<file path="src/rtl/hamming_byte_assembler_if.sv">
// Codeword input and byte output bus for hamming_byte_assembler.
//   ena        : input-side enable; code_valid is ignored when low
//   code_in    : 7-bit Hamming(7,4) codeword, bit 0 = first received bit
//   code_valid : one-cycle strobe qualifying code_in
//   byte_out   : FIFO head byte
//   byte_valid : FIFO non-empty
//   byte_ready : consumer accepts byte_out when byte_valid is high
// The master modport drives codewords and consumes bytes.
// The slave modport is the assembler.
interface hamming_byte_assembler_if;
  logic       ena;
  logic [6:0] code_in;
  logic       code_valid;
  logic [7:0] byte_out;
  logic       byte_valid;
  logic       byte_ready;

  modport master (
    output ena, code_in, code_valid, byte_ready,
    input  byte_out, byte_valid
  );

  modport slave (
    input  ena, code_in, code_valid, byte_ready,
    output byte_out, byte_valid
  );
endinterface

</file>
<file path="src/rtl/hamming_byte_assembler.sv">
// hamming_byte_assembler
// Decodes Hamming(7,4) codewords and pairs the nibbles into bytes, low nibble
// first. Finished bytes enter a DEPTH-entry FIFO with a ready/valid output.
// Optional feature macro: HAMMING_CORRECT_EN.
//   When it is defined, single-bit errors are corrected before the nibble is
//   extracted.
//   When it is undefined, the raw data bits {c6,c5,c4,c2} are used.
//   The syndrome still drives err_count in both builds.
// Ports:
//   clk, rst       : clock; synchronous active-high reset
//   bus (slave)    : ena, code_in, code_valid, byte_out, byte_valid, byte_ready
//   nibble_pending : a low nibble is held and waits for its high nibble
//   err_count      : saturating count of codewords with a nonzero syndrome
//   overflow       : sticky; a byte was dropped because the FIFO was full
//   fifo_level     : number of bytes stored
module hamming_byte_assembler #(
  parameter int DEPTH     = 4,
  parameter int ERR_CNT_W = 8
) (
  input  logic                     clk,
  input  logic                     rst,
  hamming_byte_assembler_if.slave  bus,
  output logic                     nibble_pending,
  output logic [ERR_CNT_W-1:0]     err_count,
  output logic                     overflow,
  output logic [$clog2(DEPTH):0]   fifo_level
);

  localparam int PTR_W = $clog2(DEPTH);
  localparam int LVL_W = PTR_W + 1;

  logic [7:0]           mem_q [DEPTH];
  logic [7:0]           mem_d [DEPTH];
  logic [PTR_W-1:0]     wr_ptr_q, wr_ptr_d;
  logic [PTR_W-1:0]     rd_ptr_q, rd_ptr_d;
  logic [LVL_W-1:0]     level_q, level_d;
  logic [3:0]           low_nib_q, low_nib_d;
  logic                 pending_q, pending_d;
  logic [ERR_CNT_W-1:0] err_q, err_d;
  logic                 ovf_q, ovf_d;

  logic [2:0] syn;
  logic [3:0] nibble;
  logic [6:0] fixed;
  logic       accept, push, pop, full;

  // Decode the codeword.
  always_comb begin
    syn = {bus.code_in[3] ^ bus.code_in[4] ^ bus.code_in[5] ^ bus.code_in[6],
           bus.code_in[1] ^ bus.code_in[2] ^ bus.code_in[5] ^ bus.code_in[6],
           bus.code_in[0] ^ bus.code_in[2] ^ bus.code_in[4] ^ bus.code_in[6]};
    fixed = bus.code_in;
`ifdef HAMMING_CORRECT_EN
    // A nonzero syndrome gives the 1-based position of the bit to flip.
    for (int unsigned i = 0; i < 7; i++) begin
      if (syn == 3'(i + 1)) fixed[i] = ~bus.code_in[i];
    end
`endif
    nibble = {fixed[6], fixed[5], fixed[4], fixed[2]};
  end

  always_comb begin
    accept = bus.code_valid && bus.ena;
    push   = accept && pending_q;
    pop    = (level_q != '0) && bus.byte_ready;
    full   = (level_q == LVL_W'(DEPTH));

    mem_d     = mem_q;
    wr_ptr_d  = wr_ptr_q;
    rd_ptr_d  = rd_ptr_q;
    level_d   = level_q;
    low_nib_d = low_nib_q;
    pending_d = pending_q;
    err_d     = err_q;
    ovf_d     = ovf_q;

    if (accept) begin
      if (syn != '0 && err_q != '1) err_d = err_q + 1'b1;
      if (!pending_q) begin
        low_nib_d = nibble;
        pending_d = 1'b1;
      end else begin
        pending_d = 1'b0;
      end
    end

    if (pop) rd_ptr_d = rd_ptr_q + 1'b1;

    // When the FIFO is full, a push is accepted only if a pop in the same
    // cycle frees the head slot. That pop reads the old head, so the slot at
    // wr_ptr (== rd_ptr when full) can be overwritten safely.
    if (push) begin
      if (!full || pop) begin
        mem_d[wr_ptr_q] = {nibble, low_nib_q};
        wr_ptr_d        = wr_ptr_q + 1'b1;
      end else begin
        ovf_d = 1'b1;
      end
    end

    case ({push && (!full || pop), pop})
      2'b10:   level_d = level_q + 1'b1;
      2'b01:   level_d = level_q - 1'b1;
      default: level_d = level_q;
    endcase
  end

  always_ff @(posedge clk) begin
    if (rst) begin
      for (int unsigned i = 0; i < DEPTH; i++) mem_q[i] <= '0;
      wr_ptr_q  <= '0;
      rd_ptr_q  <= '0;
      level_q   <= '0;
      low_nib_q <= '0;
      pending_q <= 1'b0;
      err_q     <= '0;
      ovf_q     <= 1'b0;
    end else begin
      mem_q     <= mem_d;
      wr_ptr_q  <= wr_ptr_d;
      rd_ptr_q  <= rd_ptr_d;
      level_q   <= level_d;
      low_nib_q <= low_nib_d;
      pending_q <= pending_d;
      err_q     <= err_d;
      ovf_q     <= ovf_d;
    end
  end

  assign bus.byte_out   = mem_q[rd_ptr_q];
  assign bus.byte_valid = (level_q != '0);
  assign nibble_pending = pending_q;
  assign err_count      = err_q;
  assign overflow       = ovf_q;
  assign fifo_level     = level_q;

endmodule

</file>
<file path="src/flat_wrapper.sv">
// flat-port wrapper written by rule: the top's interface ports become plain ports
module hamming_byte_assembler_flat 
#(
  parameter int DEPTH     = 4,
  parameter int ERR_CNT_W = 8
)
  (clk, rst, nibble_pending, err_count, overflow, fifo_level, bus_ena, bus_code_in, bus_code_valid, bus_byte_ready, bus_byte_out, bus_byte_valid);
  hamming_byte_assembler_if bus_i ();
  input  logic clk;
  input  logic rst;
  output logic nibble_pending;
  output logic [ERR_CNT_W-1:0] err_count;
  output logic overflow;
  output logic [$clog2(DEPTH):0] fifo_level;
  input wire logic [$bits(bus_i.ena)-1:0] bus_ena;
  input wire logic [$bits(bus_i.code_in)-1:0] bus_code_in;
  input wire logic [$bits(bus_i.code_valid)-1:0] bus_code_valid;
  input wire logic [$bits(bus_i.byte_ready)-1:0] bus_byte_ready;
  output wire logic [$bits(bus_i.byte_out)-1:0] bus_byte_out;
  output wire logic [$bits(bus_i.byte_valid)-1:0] bus_byte_valid;
  assign bus_i.ena = bus_ena;
  assign bus_i.code_in = bus_code_in;
  assign bus_i.code_valid = bus_code_valid;
  assign bus_i.byte_ready = bus_byte_ready;
  assign bus_byte_out = bus_i.byte_out;
  assign bus_byte_valid = bus_i.byte_valid;
  hamming_byte_assembler #(.DEPTH(DEPTH), .ERR_CNT_W(ERR_CNT_W)) u_core (.clk(clk), .rst(rst), .bus(bus_i), .nibble_pending(nibble_pending), .err_count(err_count), .overflow(overflow), .fifo_level(fifo_level));
endmodule
</file>
<file path="config.mk">
export PLATFORM = sky130hd
export DESIGN_NAME = hamming_byte_assembler_flat
export DESIGN_NICKNAME = d
export VERILOG_FILES = /design/src/rtl/hamming_byte_assembler_if.sv /design/src/rtl/hamming_byte_assembler.sv /design/src/flat_wrapper.sv
export SDC_FILE = /design/constraint.sdc
export NUM_CORES = 1
export LEC_CHECK = 0
export BUFFER_PORTS_ARGS = -buffer_cell sky130_fd_sc_hd__buf_2
export CAP_MARGIN = 20
export CORE_ASPECT_RATIO = 1.25
export CORE_UTILIZATION = 61
export DETAILED_ROUTE_END_ITERATION = 10
export GPL_TIMING_DRIVEN = 0
export PLACE_DENSITY = 0.84
export REMOVE_ABC_BUFFERS = 1
export SLEW_MARGIN = 20
export SYNTH_ARGS = -nofsm -noshare
export SYNTH_HDL_FRONTEND = slang
export SYNTH_SLANG_ARGS = --single-unit
</file>
<file path="constraint.sdc">
create_clock -name clk -period 6.94 [get_ports clk]
set_input_delay 0 -clock clk [delete_from_list [all_inputs] [get_ports clk]]
set_output_delay 0 -clock clk [all_outputs]
set_load 0.05 [all_outputs]
</file>
Word level (Yosys, flattened, before mapping)
Index checks and enable logic that the tools add are counted.

Bits in registers: 53. Latch bits: 0. Bits in writable memories: 0. Bits in read-only memories: 0. Input bits: 12. Output and inout bits: 22. Logic and storage cells: 59. Memories: 0.

$add $sub $neg: 5. Multipliers: 0. Divide/modulo/power cells: 0. $lt $le $gt $ge: 3. Eq/ne operators: 4. Shifts and indexed selects: 0. Mux-type cells: 8. Bitwise operators: 13. Reductions and logical operators: 15.

Operators with widths (count): $bwmux W32 (1); $mux W8 (3); $bmux W8 S2 (1); $demux W8 S2 (1); $xor A1 B1 Y1 (9); $add A8 B1 Y8 const B (1); $ne A8 B8 Y1 const B (1); $reduce_and A2 Y1 (4); $ge A3 B3 Y1 const B (2); $logic_and A1 B1 Y1 (6); $not A2 Y3 (2); $pmux W3 S2 (1); $reduce_bool A3 Y1 (2); $add A2 B1 Y2 const B (2); $add A3 B1 Y3 const B (1); $eq A3 B3 Y1 const B (1); $lt A3 B1 Y1 const B (1); $sub A3 B1 Y3 const B (1); $eq A2 B1 Y1 const B (1); $eq A2 B2 Y1 const B (1); $not A1 Y1 (2); $reduce_bool A2 Y1 (1); $logic_not A1 Y1 (1); $logic_or A1 B1 Y1 (1); $mux W1 (1).

Logic depth before layout (Yosys ltp)
Depth after elaboration: 6. Depth in mapped cells: 11. Depth with buffers taken out: 9.

Worst setup path after synthesis
No wires, ideal clock.

Kind: reg-to-reg. Start: reg u_core.level_q[2] (netlist: u_core.fifo_level[2]). End: reg u_core.level_q[2] (netlist: u_core.fifo_level[2]). Library setup time: 0.070 ns. Arrival time: 2.699 ns. Required time: 6.870 ns. Slack: 4.171 ns. Stages on the path, launching flop included: 12. Buffers on the path: 2. Clock period less this slack: 2.769 ns. Cells stage by stage: dfxtp_1 > nor4b_1 > nor3b_1 > buf_2 > buf_1 > inv_1 > ha_1 > inv_1 > fa_1 > xor2_1 > or3_1 > a21oi_1.

Word-level cells in the longest chain between the ends: 6. Elaborated cells between the ends (all ways): 12. Those cells by class: 2 x add/sub; 3 x eq/ne; 1 x mux; 6 x reduce/logical.

RTL lines: start: declaration (RTL line hamming_byte_assembler.sv:36) `logic [LVL_W-1:0] level_q, level_d;`; start signal: assignment (RTL line hamming_byte_assembler.sv:122) `level_q <= level_d;`; $eq A3 B3 Y1 or $reduce_bool A3 Y1 (tied branches) (RTL line hamming_byte_assembler.sv:66, hamming_byte_assembler.sv:65); $logic_not A1 Y1 or $logic_and A1 B1 Y1 (tied branches) (RTL line hamming_byte_assembler.sv:101, hamming_byte_assembler.sv:65); $logic_or A1 B1 Y1 (RTL line hamming_byte_assembler.sv:101) `case ({push && (!full || pop), pop})`; $logic_and A1 B1 Y1 (RTL line hamming_byte_assembler.sv:101); $eq A2 B1 Y1 or $eq A2 B2 Y1 (tied branches) (RTL line hamming_byte_assembler.sv:101); $pmux W3 S2 or $reduce_bool A2 Y1 (tied branches).

Parallel ways exist; a longest one is shown, timed or not. A chain may end at the register's enable or synchronous reset.

Worst setup path after layout
Start: reg u_core.level_q[0] (netlist: u_core.fifo_level[0]). End: reg u_core.level_q[2] (netlist: u_core.fifo_level[2]).

The elaborated chain is that of the path after synthesis.

==> reports/qor.tcl <==
set qor(drive_above_1_share_pct) 19.02
set qor(route.detailed.vias_per_inst) 5.691
set qor(placement_rows) 25
set qor(dominant_register_cell_in_the_synthesized_netlist) {sky130_fd_sc_hd__dfxtp_1}
set qor(yosys.area_share.adder_pct) 3.883
set qor(first_pass_iters) 4
set qor(yosys_reg_bits) 53
set qor(ios) 34
set qor(rr_startpoint) {u_core.fifo_level[0]$_SDFFE_PP0P_}
set qor(timing.final.crit_period_ns) 2.643
set qor(die_y_um) 72.84
set qor(postCtsResizedCells) 0
set qor(final_core_util_pct) 71.84
set qor(synth-xor-area-share_pct) 5.723
set qor(die_width_um) 58.67
set qor(number_of_antenna_violations_at_the_first_check_in_global_routing) 0
set qor(routedWlPerCell_um) 14.21
set qor(hold_viol_final) 0
set qor(clock_skew_ns) 0.007044
set qor(worstSetupEndpointType) {flop}
set qor(critical_path.startpoint) {u_core.fifo_level[0]$_SDFFE_PP0P_}
set qor(placed_cells_incl_taps) 349
set qor(worst_setup_hold_path_clk_slew_ns) 0.09
set qor(drc_viols) 0
set qor(gr-total-overflow) 0
set qor(timing.critical_path.from_type) {flop}
set qor(coreArea_sq_mm) 0.003816
set qor(initial_core_util_pct) 64.16
set qor(final_wtd_congestion) 0.7408
set qor(synth.mux.area_fraction_pct) 8.176
set qor(p_total_uw) 562.8
set qor(detailroute.via_count) 2043
set qor(die_outline_area_sq_mm) 0.004273
set qor(power-per-cell-area_mw_per_mm2) 205.3
set qor(cells_taking_the_most_area_after_synthesis) {sky130_fd_sc_hd__dfxtp_1 43%, sky130_fd_sc_hd__a21oi_1 8.4%, sky130_fd_sc_hd__nand3_1 7.6%, sky130_fd_sc_hd__mux4_2 7.4%, sky130_fd_sc_hd__nand2_1 6.4%}
set qor(yosys.area_share.simple_pct) 21.72
set qor(ctsLongestPathBuffers) 2
set qor(drtAntennaViolNets) 0
set qor(static-leakage-power_uw) 0.0009906
set qor(yosys.cell_types.count) 36
set qor(report.final.setup_viol) 0
set qor(worst-setup-path-type) {flop to flop}
set qor(yosys_warnings) 0
set qor(endpoint_arrival_time_on_the_critical_path_ns) 2.87
set qor(finish.cell_count_without_fillers) 359
set qor(clk_latency_ns) 0.30
set qor(period_share_pct) 38.09
set qor(synth_async_sr_flop_share_pct) 0
set qor(finalWirelength_mm) 5.103
set qor(cts.htree.levels) 2
set qor(most_frequent_cells_in_the_layout) {53 x sky130_fd_sc_hd__dfxtp_1, 42 x sky130_fd_sc_hd__nand2_1, 41 x sky130_fd_sc_hd__a21oi_1, 37 x sky130_fd_sc_hd__nand3_1, 33 x sky130_fd_sc_hd__buf_2}
set qor(syn_inst_count) 278
set qor(timing.setup.tns_ns) 0
set qor(portBuffers) 33
set qor(syn_area_per_cell_sq_um) 8.808
set qor(timing.max_slew.rel_slack_pct) 35.61
set qor(grt_pass1_vias) 1966
set qor(tritoncts) {yes}
set qor(hold_path.class) {primary input to flop}
set qor(timing.fmax_mhz) 378.3
set qor(tritoncts.num_buffers) 5
set qor(final-max-slew-violation-count) 0
set qor(synth_edf_count) 0
set qor(worst-slew-pin-transition_ns) 0.9658
set qor(drt_iter0_markers) 120
set qor(share_of_synthesized_area_occupied_by_flip_flops_and_latches_pct) 43.33
set qor(cts_sinks) 53
set qor(post_synthesis_cell_area_sq_mm) 0.002449
set qor(global_route_wire_length_before_repair_mm) 8.590
set qor(syn_to_final_growth_pct) 11.96
set qor(cap_violations) 0
set qor(antenna-diode-count) 0
set qor(cp.required_ns) 7.17
set qor(post_cts_buffers) 0
set qor(largest_net_degree_at_the_start_of_global_routing) 55
set qor(worst_hold_startpoint) {bus_code_in[6]}
set qor(max_vdd_drop_v) 0.0002130
set qor(rsz0062_at_grt) {no}
set qor(r2r_slack_ns) 4.30
set qor(synth_top_cell_area_share_pct) 43.33
set qor(synth-compound-area-share_pct) 12.37
set qor(dp.final_hpwl_mm) 3.374
set qor(layout_commonest_cell) {sky130_fd_sc_hd__dfxtp_1}
set qor(synth_top_family_by_area) {simple AND/OR/NAND/NOR gates}
set qor(run_status) {finished, final reports clean}
set qor(post-synth-top-area-cell) {sky130_fd_sc_hd__dfxtp_1}
set qor(final_net_count) 323
set qor(crit_fanout) 13
set qor(cts_root_buf) {sky130_fd_sc_hd__clkbuf_8}
set qor(grt_usage_pct) 26.86
## synthesized netlist by cell type (all sizes together) (3+ instances only)
cell type	count
inv	9
nor4	3
dfxtp	53
mux4	8
nand2	42
ha	6
or3	3
clkbuf	15
xor2	6
a21oi	41
nand3	37
buf	4
nor2	16
o21ai	5
xnor2	10
## per-stage QoR
stage	hold WS [ns]	cell area (sq um)	worst slack, ns
2_1_floorplan	0.06907	2365	2.648
3_3_place_gp	0.2850	2597	1.737
3_5_place_dp	0.3046	2625	4.291
4_1_cts	0.01816	2741	4.261
5_1_grt	0.03147	2741	4.051
6_report	0.02876	2741	4.297
## final timing paths
| kind | cells past startpoint | to |
|---|---|---|
| setup / recovery | 10 | u_core.fifo_level[2]$_SDFFE_PP0P_ |
| hold / removal | 3 | u_core.low_nib_q[3]$_SDFFE_PP0P_ |
| setup reg to reg | 10 | u_core.fifo_level[2]$_SDFFE_PP0P_ |
| hold reg to reg | 2 | u_core.mem_q[12]$_SDFFE_PP0P_ |
## flip-flops by register name, indices dropped and copies added, names as in the netlist
name,flops
u_core.mem_q,32
u_core.err_count,8
u_core.low_nib_q,4
u_core.fifo_level,3
u_core.rd_ptr_q,2
u_core.wr_ptr_q,2
u_core.nibble_pending,1
u_core.overflow,1
## per-layer routing
metal / vias up / track usage (%) / wire length, um
li1: 1010 / - / -
met2: 57 / 47.25 / 2603
met3: 11 / 5.496 / 249
met1: 965 / 31.41 / 2162
met4: 0 / 11.38 / 87
met5: - / 0 / 0
## layout make-up
cell class / count / area (sq um)
fill: 340 / 1075
multi-input combinational: 197 / 1275
clock buffer: 6 / 82.58
timing repair buffer: 38 / 207.7
sequential: 53 / 1061
inverter: 9 / 33.78
clock inverter: 2 / 13.76
tap: 54 / 67.56
## worst max-delay path, stage by stage (launching register included)
cell	delay [ns]
sky130_fd_sc_hd__dfxtp_1	0.36
sky130_fd_sc_hd__nor4b_1	0.53
sky130_fd_sc_hd__nor3b_2	0.18
sky130_fd_sc_hd__buf_4	0.21
sky130_fd_sc_hd__inv_1	0.06
sky130_fd_sc_hd__ha_1	0.18
sky130_fd_sc_hd__inv_1	0.07
sky130_fd_sc_hd__fa_1	0.37
sky130_fd_sc_hd__xor2_1	0.15
sky130_fd_sc_hd__or3_1	0.31
sky130_fd_sc_hd__a21oi_1	0.15
## report_power, final
part / total, uW / switching (uW) / internal (uW)
Combinational: 64.0 / 42.4 / 21.6
Clock: 181 / 100 / 81.1
Sequential: 317 / 8.46 / 309
## cell families (layout without fill, tap and decap cells)
kind of cell / Yosys count / after routing
compound gates: 53 / 53
buf+inv: 28 / 55
mux: 10 / 10
fa+ha+maj: 7 / 7
xor+xnor: 16 / 16
simple gates: 111 / 111
flops: 53 / 53
## timing repair
item,CTS,global route
hold buffers,2,0
endpoints found under the setup margin,0,0
hold endpoints to repair,1,0
Note: power is estimated with default switching activity, not from simulation.
